**src/rtl/pc_seq_pkg.sv**
```systemverilog
// ============================================================================
// Module      : pc_seq_pkg
// Description : Shared types and constants for the PC sequencer.
// Revision    : 1.0 - initial release
// ============================================================================
`default_nettype none

package pc_seq_pkg;

  // Default fetch address after reset (word-aligned).
  localparam logic [31:0] C_RESET_PC = 32'h0000_0000;

  // Sequencer control states.
  typedef enum logic [1:0] {
    BOOT = 2'd0,
    RUN  = 2'd1,
    HOLD = 2'd2,
    ERR  = 2'd3
  } state_e;

endpackage

`default_nettype wire

```
**src/rtl/pc_redirect_buf.sv**
```systemverilog
// ============================================================================
// Module      : pc_redirect_buf
// Description : One-entry pending-redirect register. A redirect seen while
//               the pipeline is stalled is parked here; a later capture
//               overwrites it (youngest wins) and a consume empties it.
// Revision    : 1.0 - initial release
// ============================================================================
`default_nettype none

module pc_redirect_buf
  import pc_seq_pkg::*;
(
  input  logic        clock_i,
  input  logic        reset_n_i,
  input  logic        capture_i,
  input  logic [31:0] target_i,
  input  logic        consume_i,
  output logic        valid_o,
  output logic [31:0] target_o
);

  logic        valid_q, valid_d;
  logic [31:0] target_q, target_d;

  // Capture has priority over consume; the two are exclusive in practice.
  always_comb begin
    valid_d  = valid_q;
    target_d = target_q;
    if (capture_i) begin
      valid_d  = 1'b1;
      target_d = target_i;
    end else if (consume_i) begin
      valid_d  = 1'b0;
    end
  end

  // Pending entry storage with synchronous active-low reset.
  always_ff @(posedge clock_i) begin
    if (!reset_n_i) begin
      valid_q  <= 1'b0;
      target_q <= 32'h0000_0000;
    end else begin
      valid_q  <= valid_d;
      target_q <= target_d;
    end
  end

  assign valid_o  = valid_q;
  assign target_o = target_q;

endmodule

`default_nettype wire

```
**src/rtl/pc_sequencer.sv**
```systemverilog
// ============================================================================
// Module      : pc_sequencer
// Description : Program-counter sequencer. Advances the PC, applies branch /
//               jump redirects with a one-cycle latency, holds on stall while
//               parking redirects, and locks up on misaligned targets.
// Revision    : 1.0 - initial release
// ============================================================================
`default_nettype none

module pc_sequencer
  import pc_seq_pkg::*;
#(
  parameter logic [31:0] RESET_PC = C_RESET_PC
) (
  input  logic        clock_i,
  input  logic        reset_n_i,
  input  logic        stall_i,
  input  logic [31:0] pc_plus_4_i,
  input  logic        branch_taken_i,
  input  logic [31:0] branch_target_i,
  input  logic        jump_i,
  input  logic [31:0] jump_target_i,
  output logic [31:0] pc_o,
  output logic        fetch_valid_o,
  output logic        if_id_flush_o,
  output logic        misaligned_o
);

  state_e      state_q, state_d;
  logic [31:0] pc_q, pc_d;
  logic        fetch_valid_q, fetch_valid_d;
  logic        misaligned_q, misaligned_d;
  logic        flush;
  logic        capture;
  logic        consume;

  logic        w_pend_valid;
  logic [31:0] w_pend_target;
  logic        w_redirect;
  logic [31:0] w_new_target;
  logic [31:0] w_sel_target;
  logic        w_active;
  logic        w_take;
  logic        w_bad;

  // Branch wins over jump when both fire; that case is legal.
  assign w_redirect   = branch_taken_i | jump_i;
  assign w_new_target = branch_taken_i ? branch_target_i : jump_target_i;
  // A fresh redirect outranks the parked one.
  assign w_sel_target = w_redirect ? w_new_target : w_pend_target;
  assign w_active     = (state_q == RUN) || (state_q == HOLD);
  assign w_take       = w_active && !stall_i && (w_redirect || w_pend_valid);
  assign w_bad        = w_take && (w_sel_target[1:0] != 2'b00);

  pc_redirect_buf u_redirect_buf (
    .clock_i   (clock_i),
    .reset_n_i (reset_n_i),
    .capture_i (capture),
    .target_i  (w_new_target),
    .consume_i (consume),
    .valid_o   (w_pend_valid),
    .target_o  (w_pend_target)
  );

  // State and datapath registers; reset returns to BOOT at RESET_PC.
  always_ff @(posedge clock_i) begin
    if (!reset_n_i) begin
      state_q       <= BOOT;
      pc_q          <= RESET_PC;
      fetch_valid_q <= 1'b0;
      misaligned_q  <= 1'b0;
    end else begin
      state_q       <= state_d;
      pc_q          <= pc_d;
      fetch_valid_q <= fetch_valid_d;
      misaligned_q  <= misaligned_d;
    end
  end

  // Next-state selection: BOOT lasts one cycle, ERR is absorbing.
  always_comb begin
    state_d = state_q;
    case (state_q)
      BOOT:      state_d = RUN;
      RUN, HOLD: begin
        if (stall_i)    state_d = HOLD;
        else if (w_bad) state_d = ERR;
        else            state_d = RUN;
      end
      ERR:       state_d = ERR;
      default:   state_d = BOOT;
    endcase
  end

  // Datapath updates and control strobes for the current state.
  always_comb begin
    pc_d          = pc_q;
    fetch_valid_d = fetch_valid_q;
    misaligned_d  = misaligned_q;
    flush         = 1'b0;
    capture       = 1'b0;
    consume       = 1'b0;
    case (state_q)
      BOOT: begin
        pc_d          = RESET_PC;
        fetch_valid_d = 1'b0;
      end
      RUN, HOLD: begin
        if (stall_i) begin
          fetch_valid_d = 1'b0;
          capture       = w_redirect;
        end else if (w_bad) begin
          // Target rejected: PC stays put and the error is latched.
          fetch_valid_d = 1'b0;
          misaligned_d  = 1'b1;
          consume       = w_pend_valid;
        end else if (w_take) begin
          pc_d          = w_sel_target;
          fetch_valid_d = 1'b1;
          flush         = 1'b1;
          consume       = w_pend_valid;
        end else begin
          pc_d          = pc_plus_4_i;
          fetch_valid_d = 1'b1;
        end
      end
      ERR: begin
        fetch_valid_d = 1'b0;
      end
      default: begin
        fetch_valid_d = 1'b0;
      end
    endcase
    // No squash may be signalled while reset is asserted.
    if (!reset_n_i) begin
      flush = 1'b0;
    end
  end

  assign pc_o          = pc_q;
  assign fetch_valid_o = fetch_valid_q;
  assign if_id_flush_o = flush;
  assign misaligned_o  = misaligned_q;

endmodule

`default_nettype wire

```
**config.mk**
```make
export PLATFORM = sky130hd
export DESIGN_NAME = pc_sequencer
export DESIGN_NICKNAME = d
export VERILOG_FILES = /design/src/rtl/pc_seq_pkg.sv /design/src/rtl/pc_redirect_buf.sv /design/src/rtl/pc_sequencer.sv
export SDC_FILE = /design/constraint.sdc
export NUM_CORES = 1
export LEC_CHECK = 0
export BUFFER_PORTS_ARGS = -buffer_cell sky130_fd_sc_hd__buf_2
export CAP_MARGIN = 20
export CORE_MARGIN = 4
export CORE_UTILIZATION = 25
export DETAILED_ROUTE_END_ITERATION = 16
export MAX_ROUTING_LAYER = met4
export SLEW_MARGIN = 20
export SYNTH_ARGS = -nofsm -noshare
export SYNTH_HDL_FRONTEND = slang
export SYNTH_SLANG_ARGS = --single-unit
```
**constraint.sdc**
```tcl
create_clock -name clock_i -period 4.52 [get_ports clock_i]
set_input_delay 0.226 -clock clock_i [delete_from_list [all_inputs] [get_ports clock_i]]
set_output_delay 0.226 -clock clock_i [all_outputs]
set_load 0.05 [all_outputs]
```
# ---- Word-level counts from Yosys, hierarchy flattened
# Cells that the tools add are included.
dict set report op_classes {
  mux 25
  n_eq_ne 5
  bitwise 2
  reduce_logical 14
}
# cell count
set ops {}
lappend ops {{$mux 32} 5}
lappend ops {{$pmux 32 s2} 1}
lappend ops {{$mux 1} 15}
lappend ops {{$pmux 2 s3} 1}
lappend ops {{$reduce_and 3->1} 2}
lappend ops {{$reduce_bool 2->1} 3}
lappend ops {{$eq 2x2->1 const B} 2}
lappend ops {{$mux 2} 2}
lappend ops {{$ne 2x2->1 const B} 2}
lappend ops {{$reduce_or 2->1} 2}
lappend ops {{$logic_and 1x1->1} 3}
lappend ops {{$eq 2x1->1 const B} 1}
lappend ops {{$logic_not 2->1} 1}
lappend ops {{$logic_or 1x1->1} 2}
lappend ops {{$pmux 1 s2} 1}
lappend ops {{$logic_not 1->1} 1}
lappend ops {{$not 1->1} 1}
lappend ops {{$or 1x1->1} 1}
dict set report word_totals {
  elab_cells 52
  out_inout_bits 35
  input_bits 101
  regBits 69
}

# ---- Logic depth before layout (Yosys ltp)
# Gate-level depths: netlist of run 1.
dict set report depth {
  word_depth 10
  depth_mapped 7
  ltp_nobuf 6
}

# ---- Cells and area by module
# From an unflattened synthesis of run 1, not the netlist that was laid out.
dict set report hier_totals {
  hier_cells 400
  hier_area_um2 3965.1
}
# module area_per_inst_um2 cells_each seq_area_each_um2 n_inst
set by_module_without_submodules {}
lappend by_module_without_submodules {pc_sequencer 2687.6 294 720.7 1}
lappend by_module_without_submodules {pc_redirect_buf 1277.5 106 660.6 1}

# ---- Least setup slack after synthesis of run 1
# No wires, ideal clock.
dict set report synth_timing {
  path_type {register -> output}
  from {reg state_q[0]}
  to {out if_id_flush_o}
  path_buffers 0
  arrival_ps 2354
  path_stages_with_launch 5
  t_required_ps 4294
  path_slack_ps 1940
  path_cell_list {dfxtp_1 -> inv_1 -> ha_1 -> nand2b_1 -> nor4_1}
}
dict set report synth_between {
  elab_chain_cells 9
  word_cells_on_any_way 12
  cone_classes {eq/ne (2); mux (5); reduce/logical (5)}
}
# item line_no
set synth_rtl {}
lappend synth_rtl {{start: declaration} pc_sequencer.sv:29} ;# state_e state_q, state_d;
lappend synth_rtl {{start signal: assignment} pc_sequencer.sv:73} ;# state_q <= state_d;
lappend synth_rtl {{$eq 2x1->1 / $eq 2x2->1 (equally long branches)} {pc_sequencer.sv:51, pc_sequencer.sv:103}}
lappend synth_rtl {{$logic_or 1x1->1} pc_sequencer.sv:51} ;# assign w_active = (state_q == RUN) || (state_q == HOLD);
lappend synth_rtl {{$logic_and 1x1->1 (2 in series)} pc_sequencer.sv:52} ;# assign w_take = w_active && !stall_i && (w_redirect || w_pend_valid);
lappend synth_rtl {{$mux 1 / $logic_and 1x1->1 (equally long branches)} {pc_sequencer.sv:117, pc_sequencer.sv:53}}
lappend synth_rtl {{$mux 1} pc_sequencer.sv:112} ;# end else if (w_bad) begin
lappend synth_rtl {{$mux 1} pc_sequencer.sv:109} ;# if (stall_i) begin
lappend synth_rtl {{$mux 1 *} pc_sequencer.sv:103} ;# case (state_q)
lappend synth_rtl {{$mux 1 *} pc_sequencer.sv:135} ;# if (!reset_n_i) begin
lappend synth_rtl {{end: declaration} pc_sequencer.sv:25} ;# output logic if_id_flush_o,
# Every way passes the cells marked *; elsewhere a longest branch is shown, timed or not.

# ---- Worst setup path in the final report of run 1
dict set report layout_timing {
  from {in branch_taken_i}
  to {out if_id_flush_o}
}
dict set report layout_between {
  elab_chain_cells 8
  word_cells_on_any_way 12
  cone_classes {mux (7); bitwise (1); reduce/logical (4)}
}
# item line_no
set layout_rtl {}
lappend layout_rtl {{start: declaration} pc_sequencer.sv:19} ;# input logic branch_taken_i,
lappend layout_rtl {{$mux 32 / $or 1x1->1 (equally long branches)} {pc_sequencer.sv:48, pc_sequencer.sv:47}}
lappend layout_rtl {{$mux 32 / $logic_or 1x1->1 (equally long branches)} {pc_sequencer.sv:50, pc_sequencer.sv:52}}
lappend layout_rtl {{$reduce_bool 2->1 / $logic_and 1x1->1 (equally long branches)} {pc_sequencer.sv:53, pc_sequencer.sv:52}}
lappend layout_rtl {{$logic_and 1x1->1 / $mux 1 (equally long branches)} {pc_sequencer.sv:53, pc_sequencer.sv:117}}
lappend layout_rtl {{$mux 1 *} pc_sequencer.sv:112}
lappend layout_rtl {{$mux 1 *} pc_sequencer.sv:109}
lappend layout_rtl {{$mux 1 *} pc_sequencer.sv:103}
lappend layout_rtl {{$mux 1 *} pc_sequencer.sv:135}
# Marked as above.

==> impl_metrics.tcl, run 1 <==
set metrics [dict create \
    outcome "finished, final reports clean" \
    die_w_um 132 \
    initial_core_util_pct 25.9 \
    cts_resized 0 \
    worst_setup_path_end_kind "output pin" \
    ys_warn_count 0 \
    synth_area_sq_um 3820 \
    wl_per_cell_um 16.1 \
    instances_no_fill 726 \
    setup_viol 0 \
    cts_sinks 69 \
    cts_max_path_buffers 2 \
    relSlewSlack_pct 31.0 \
    cts_tree "done" \
    r2r_slack_ps 2190 \
    fp.dieH_um 132 \
    dp.cells 709 \
    p_sw_uw 522 \
    clk_pin_slew_worst_paths_ps 50 \
    final-hold-violation-count 0 \
    wl_mm 11.7 \
    pre_cts_ws_ps 1740 \
    ys_types 32 \
    skew_ps 5.07 \
    crit_fanout 52 \
    via_count 3533 \
    totalPowerFinal_uw 1720 \
    worst_pin_slew_ps 1030 \
    grt_pass1_wl_mm 18.6 \
    dr.first_iter.drc_count 132 \
    area_growth_syn_to_layout_pct 27.4 \
    nNetsFinal 639 \
    grt_antenna_before_repair 1 \
    grt_max_degree 53 \
    pwr-share-comb_pct 22.2 \
    fin_ws_ps 1940 \
    max_freq_mhz 388 \
    place.gp.congestion 0.790 \
    fin_area_sq_um 4870 \
    switching_share_pct 30.4 \
    synth_xor_xnor_area_share_pct 0 \
    dpl_cell_area_sq_um 4600 \
    worstPathRequired_ps 4290 \
    p_leak_uw 0.00206 \
    rr_startpoint "state_q[0]" \
    synth_compound_gate_area_share_pct 23.0 \
    yosysSeqAreaShare_pct 36.1 \
    post-cts-setup-buffers 0 \
    drive_gt1_share_pct 35.9 \
    io_pins 136 \
    placeableCoreArea_sq_um 14800 \
    floorplan.die_area_sq_um 17300 \
    synth_top_family_by_area "compound AO/OA/AOI/OAI gates" \
    crit_arrival_ps 2350 \
    cts_buffers 9 \
    via_per_inst 4.87 \
    cp-endpoint "if_id_flush_o" \
    period_share_pct 57.1 \
    drc_errors 0 \
    netlist_instances 422 \
    synthAdderAreaFrac_pct 0.654 \
    crit_type "primary input to output pin" \
    critPathLaunchType "primary input" \
    critPathLaunch "branch_taken_i" \
    reg2reg_depth 6 \
    hpwl_mm 8.05 \
    power-per-cell-area_nw_per_um2 353 \
    holdCritPathClass "primary input to flop" \
    internal-power_uw 1200 \
    wl_met1_mm 5.33 \
    grt_pass1_vias 3540 \
    gr-total-overflow 0 \
    clock_latency_ps 330 \
    vdd_drop_max_mv 0.191 \
    syn_nets 525 \
    reg2reg_to "u_redirect_buf.target_o[5]" \
    syn_area_per_cell_sq_um 9.06 \
    synth-simple-area-share_pct 17.1 \
    met3_length_um 652 \
    track_usage_pct 13.8 \
    final_max_slew_viol_count 0 \
    wl_met2_mm 5.55 \
    routed.top_layer "met4" \
    row_count 44 \
    htreeDepth 3 \
    drt.antenna.violating_nets 0 \
    power_frac_clock_pct 38.7 \
    holdBufCountCts 0 \
    maxCapViolCount 0 \
    synth.area.mux_share_pct 17.3 \
    finalCriticalPeriod_ps 2580 \
    power.sequential.fraction_pct 39.2 \
    portBuffers 135 \
    ys_ff_latch 69 \
    rsz0062_at_grt "no" \
    drt_pre_antenna_iters 4 \
    setup_tns_ps 0 \
    ctsRootBufferMaster "clkbuf_16" \
]
layout make-up:
type | instances | area (sq um)
timing repair buffer | 141 | 721
antenna | 1 | 2.50
tap | 184 | 230
clock inverter | 1 | 5.00
inverter | 5 | 18.8
clock buffer | 15 | 268
sequential | 69 | 1380
multi-input combinational | 310 | 2250
fill | 1562 | 9880
cells in the mapped netlist, drive strengths merged:
cell type | count | area (sq um)
buf | 20 | 135
inv | 5 | 18.8
o22ai | 32 | 382
o21ai | 31 | 155
a211oi | 1 | 7.51
nor3b | 1 | 12.5
or3 | 1 | 6.26
mux2 | 2 | 22.5
a311oi | 31 | 272
a221oi | 1 | 8.76
dfxtp | 69 | 1380
nand2b | 32 | 200
nand2 | 63 | 236
clkbuf | 18 | 67.6
a211o | 1 | 17.5
ha | 2 | 25.0
nor4b | 1 | 15.0
nor4 | 2 | 18.8
mux2i | 64 | 641
o211a | 1 | 10.0
a21oi | 5 | 28.8
nor3 | 3 | 26.3
nor2 | 36 | 138
critical path: stages:
cell and delay [ps]:
buf_2 610, buf_4 480, nor3_1 160, nor4_1 490, buf_2 360
through the flow:
step / hold slack [ps] / utilization, %
after floorplan: 396 / -
after global placement: 455 / 31.2
after detailed placement: 461 / 31.2
after CTS: 155 / 33.0
after global routing: 164 / 33.0
final: 173 / 33.0
per-layer routing:
layer  up-vias  global-route usage (%)
li1       1758                       -
met1      1650                    16.4
met2       113                    22.4
met3        12                    3.90
met4         0                    4.61
met5         -                       -
how the worst min path moves through the flow:
stage	from	slack (ps)	cells after the start	to
2_1_floorplan	pc_plus_4_i[25]	400	2	pc_o[25]
3_3_place_gp	pc_o[25]	450	2	pc_o[25]
3_5_place_dp	pc_o[26]	460	2	pc_o[26]
4_1_cts	pc_plus_4_i[14]	150	3	pc_o[14]
5_1_grt	pc_plus_4_i[10]	160	3	pc_o[10]
6_report	pc_plus_4_i[2]	170	3	pc_o[2]
sequential cells by signal, summed over array words and instances, names as in the netlist:
signal / count
state_q: 2
fetch_valid_o: 1
pc_o: 32
u_redirect_buf.target_o: 32
u_redirect_buf.valid_o: 1
misaligned_o: 1
cells in the final DEF (no fill, tap or decap), drive strengths merged, types with 2 or more instances in the layout:
cell type and count:
nand2b 32, buf 141, a21oi 5, o22ai 32
dfxtp 69, o21ai 31, nor2 36, mux2 2
a311oi 31, inv 5, clkbuf 15, nand2 63
ha 2, nor4 2, mux2i 64, nor3 3
power groups by stage:
stage	combinational [uW]	clock (uW)	sequential, uW
after detailed placement	387	0	687
after floorplan	227	0	727
final	382	665	674
after global placement	378	0	684
after CTS	388	690	674
after global routing	418	711	679
kinds of logic (layout without fill, tap and decap cells):
group	Yosys count	count (layout)
and+or+nand+nor	139	139
AOI/OAI and AO/OA	103	103
other	0	1
DFF	69	69
buffers and inverters	43	162
muxes	66	66
adders and majority gates	2	2
No activity file was read; power rests on OpenSTA's default activity.
==> run 2: changes to the inputs <==
ABC_AREA = 1   (was default)
clock period = 2.1 ns   (was 4.52 ns; I/O delays follow)
==> run 2 against run 1 <==
  * Die area is 0.22% higher
  * Sequential power rose by 120%
  * Register-to-register slack got worse by 2000 ps
  * Combinational power rose to 2.5 times the previous value
  * Hold slack worse by 110 ps
  * First-iteration DRC count increased by 120%
  * Critical path depth up 2
  * Largest cell class unchanged
  * Highest routed layer unchanged
==> impl_metrics.tcl, run 2 <==
set metrics [dict create \
    clock_latency_ps 330 \
    ctsRootBufferMaster "clkbuf_16" \
    die_w_um 132 \
    vdd_drop_max_mv 0.353 \
    crit_type "flop to output pin" \
    synth-edff-count 0 \
    yosysSeqAreaShare_pct 36.0 \
    grt_pass1_vias 4033 \
    setup_tns_ps 0 \
    synthTopCellsByCount "nand2_1, nand3_1, dfxtp_1" \
    hp-start "branch_target_i[16]" \
    synth-main-ff-cell "dfxtp_1" \
    relSlewSlack_pct 71.4 \
    ys_types 23 \
    ys_top_cells_by_area "dfxtp_1, nand2_1, nand3_1" \
    final-hold-violation-count 0 \
    via_count 4186 \
    rr_startpoint "state_q[0]" \
    holdCritPathClass "primary input to flop" \
    whs_path_depth 3 \
    totalPowerFinal_uw 3850 \
    grt_antenna_before_repair 1 \
    wl_mm 13.5 \
    timing.hold.ws_ps 62.4 \
    grt_max_degree 64 \
    cts_buffers 9 \
    outcome "finished, final reports clean" \
    drt_pre_antenna_iters 7 \
    dp.cells 898 \
    io_pins 136 \
    placeableCoreArea_sq_um 14800 \
    worstPathRequired_ps 2000 \
    yosysMostFrequentCell "nand2_1" \
    crit_fanout 6 \
    skew_ps 5.67 \
    crit_chain "inv_1, ha_1, nand2_2, a21oi_4, inv_2, nor3_2, buf_4" \
    gr-total-overflow 0 \
    async_flop_share_pct 0 \
    final_common_cell "nand2_1" \
    ys_warn_count 0 \
    drc_errors 0 \
    drive_gt1_share_pct 25.3 \
    syn_nets 714 \
    holdBufCountCts 0 \
    grt_pass1_wl_mm 21.5 \
    ys_ff_latch 69 \
    worst_pin_slew_ps 425 \
    setup_viol 0 \
    wl_per_cell_um 14.7 \
    worst_setup_path_end_kind "output pin" \
    fp.dieH_um 132 \
    critPathSlowestCell "dfxtp_1" \
    power-per-cell-area_nw_per_um2 769 \
    drt.antenna.violating_nets 0 \
    reg2reg_depth 10 \
    row_count 44 \
    slowest_delay_ps 340 \
    synth_top_area_share_pct 36.0 \
    crit_arrival_ps 1830 \
    cts_max_path_buffers 2 \
    cts_tree "done" \
    instances_no_fill 916 \
    initial_core_util_pct 26.0 \
    period_share_pct 91.9 \
    floorplan.die_area_sq_um 17400 \
    nNetsFinal 829 \
    hpwl_mm 9.68 \
    finalCriticalPeriod_ps 1930 \
    holdPathEnd "u_redirect_buf.target_o[16]" \
    synth_area_sq_um 3830 \
    final_max_slew_viol_count 0 \
    via_per_inst 4.57 \
    place.gp.congestion 0.827 \
    portBuffers 135 \
    max_freq_mhz 518 \
    critPathLaunchType "flop" \
    area_growth_syn_to_layout_pct 30.5 \
    htreeDepth 3 \
    dr.first_iter.drc_count 290 \
    track_usage_pct 15.8 \
    clk_pin_slew_worst_paths_ps 60 \
    yosysTopAreaCell "dfxtp_1" \
    p_leak_uw 0.00277 \
    r2r_slack_ps 240 \
    maxCapViolCount 0 \
    rsz0062_at_grt "no" \
    final_cell_mix "nand2_1, buf_2, nand3_1, dfxtp_1, inv_1" \
    cts_sinks 69 \
    syn_area_per_cell_sq_um 6.27 \
    reg2reg_to "pc_o[11]" \
    netlist_instances 611 \
]
## run 2: timing repair
item                                    CTS  global route
gates resized for setup                   0             2
buffers inserted                          0             1
endpoints found under the setup margin    0             1
## run 2: report_power, final
group | switching [uW] | internal, uW | leakage [uW] | total [uW]
registers | 47.0 | 1420 | 0.000563 | 1470
clock network | 548 | 864 | 0.000134 | 1410
logic | 654 | 315 | 0.00208 | 969
## run 2: final cells by class
cell class / instances / area, sq um
inverter: 57 / 214
fill: 1655 / 9750
timing repair buffer: 148 / 863
tap: 184 / 230
clock buffer: 15 / 268
multi-input combinational: 441 / 2040
sequential: 69 / 1380
antenna: 1 / 2.50
clock inverter: 1 / 5.00
## run 2: cell families (layout without fill, tap and decap cells)
| group | count (synthesis) | after routing | synth area share [%] |
|---|---|---|---|
| simple gates | 344 | 344 | 38.9 |
| flops | 69 | 69 | 36.0 |
| compound gates | 95 | 95 | 13.4 |
| other cells | 0 | 1 | 0 |
| buf+inv | 101 | 221 | 11.1 |
| fa+ha+maj | 2 | 2 | 0.653 |
## run 2: through the flow
| step | setup WS [ps] | utilization, % | cell area [sq um] |
|---|---|---|---|
| after CTS | 34.0 | 33.8 | 4990 |
| after global routing | 37.3 | 33.9 | 5000 |
| after floorplan | 154 | - | 3840 |
| final | 170 | 33.9 | 5000 |
| after global placement | 335 | 32.0 | 4720 |
| after detailed placement | 300 | 32.0 | 4720 |
## run 2: worst max path at each step
stage,from,end,slack [ps],depth (start not counted)
floorplan,state_q[0],if_id_flush_o,150,7
global placement,state_q[0],pc_o[13],340,9
detailed placement,state_q[0],pc_o[11],300,9
CTS,state_q[0],if_id_flush_o,30,7
global route,state_q[0],if_id_flush_o,40,7
finish,state_q[0],if_id_flush_o,170,7
## run 2: metal layers
layer / track usage [%] / share of wire, %
met1: 22.6 / 52
met2: 22.7 / 42
met3: 2.40 / 4.8
met4: 5.54 / 1.7
met5: - / 0
## run 2: worst max-delay path, delay by kind of cell, from the launching register on
family / cells / cell delay, ps
adders and majority gates: 1 / 320
buffers and inverters: 3 / 360
and+or+nand+nor: 2 / 280
AOI/OAI and AO/OA: 1 / 190
DFF: 1 / 340
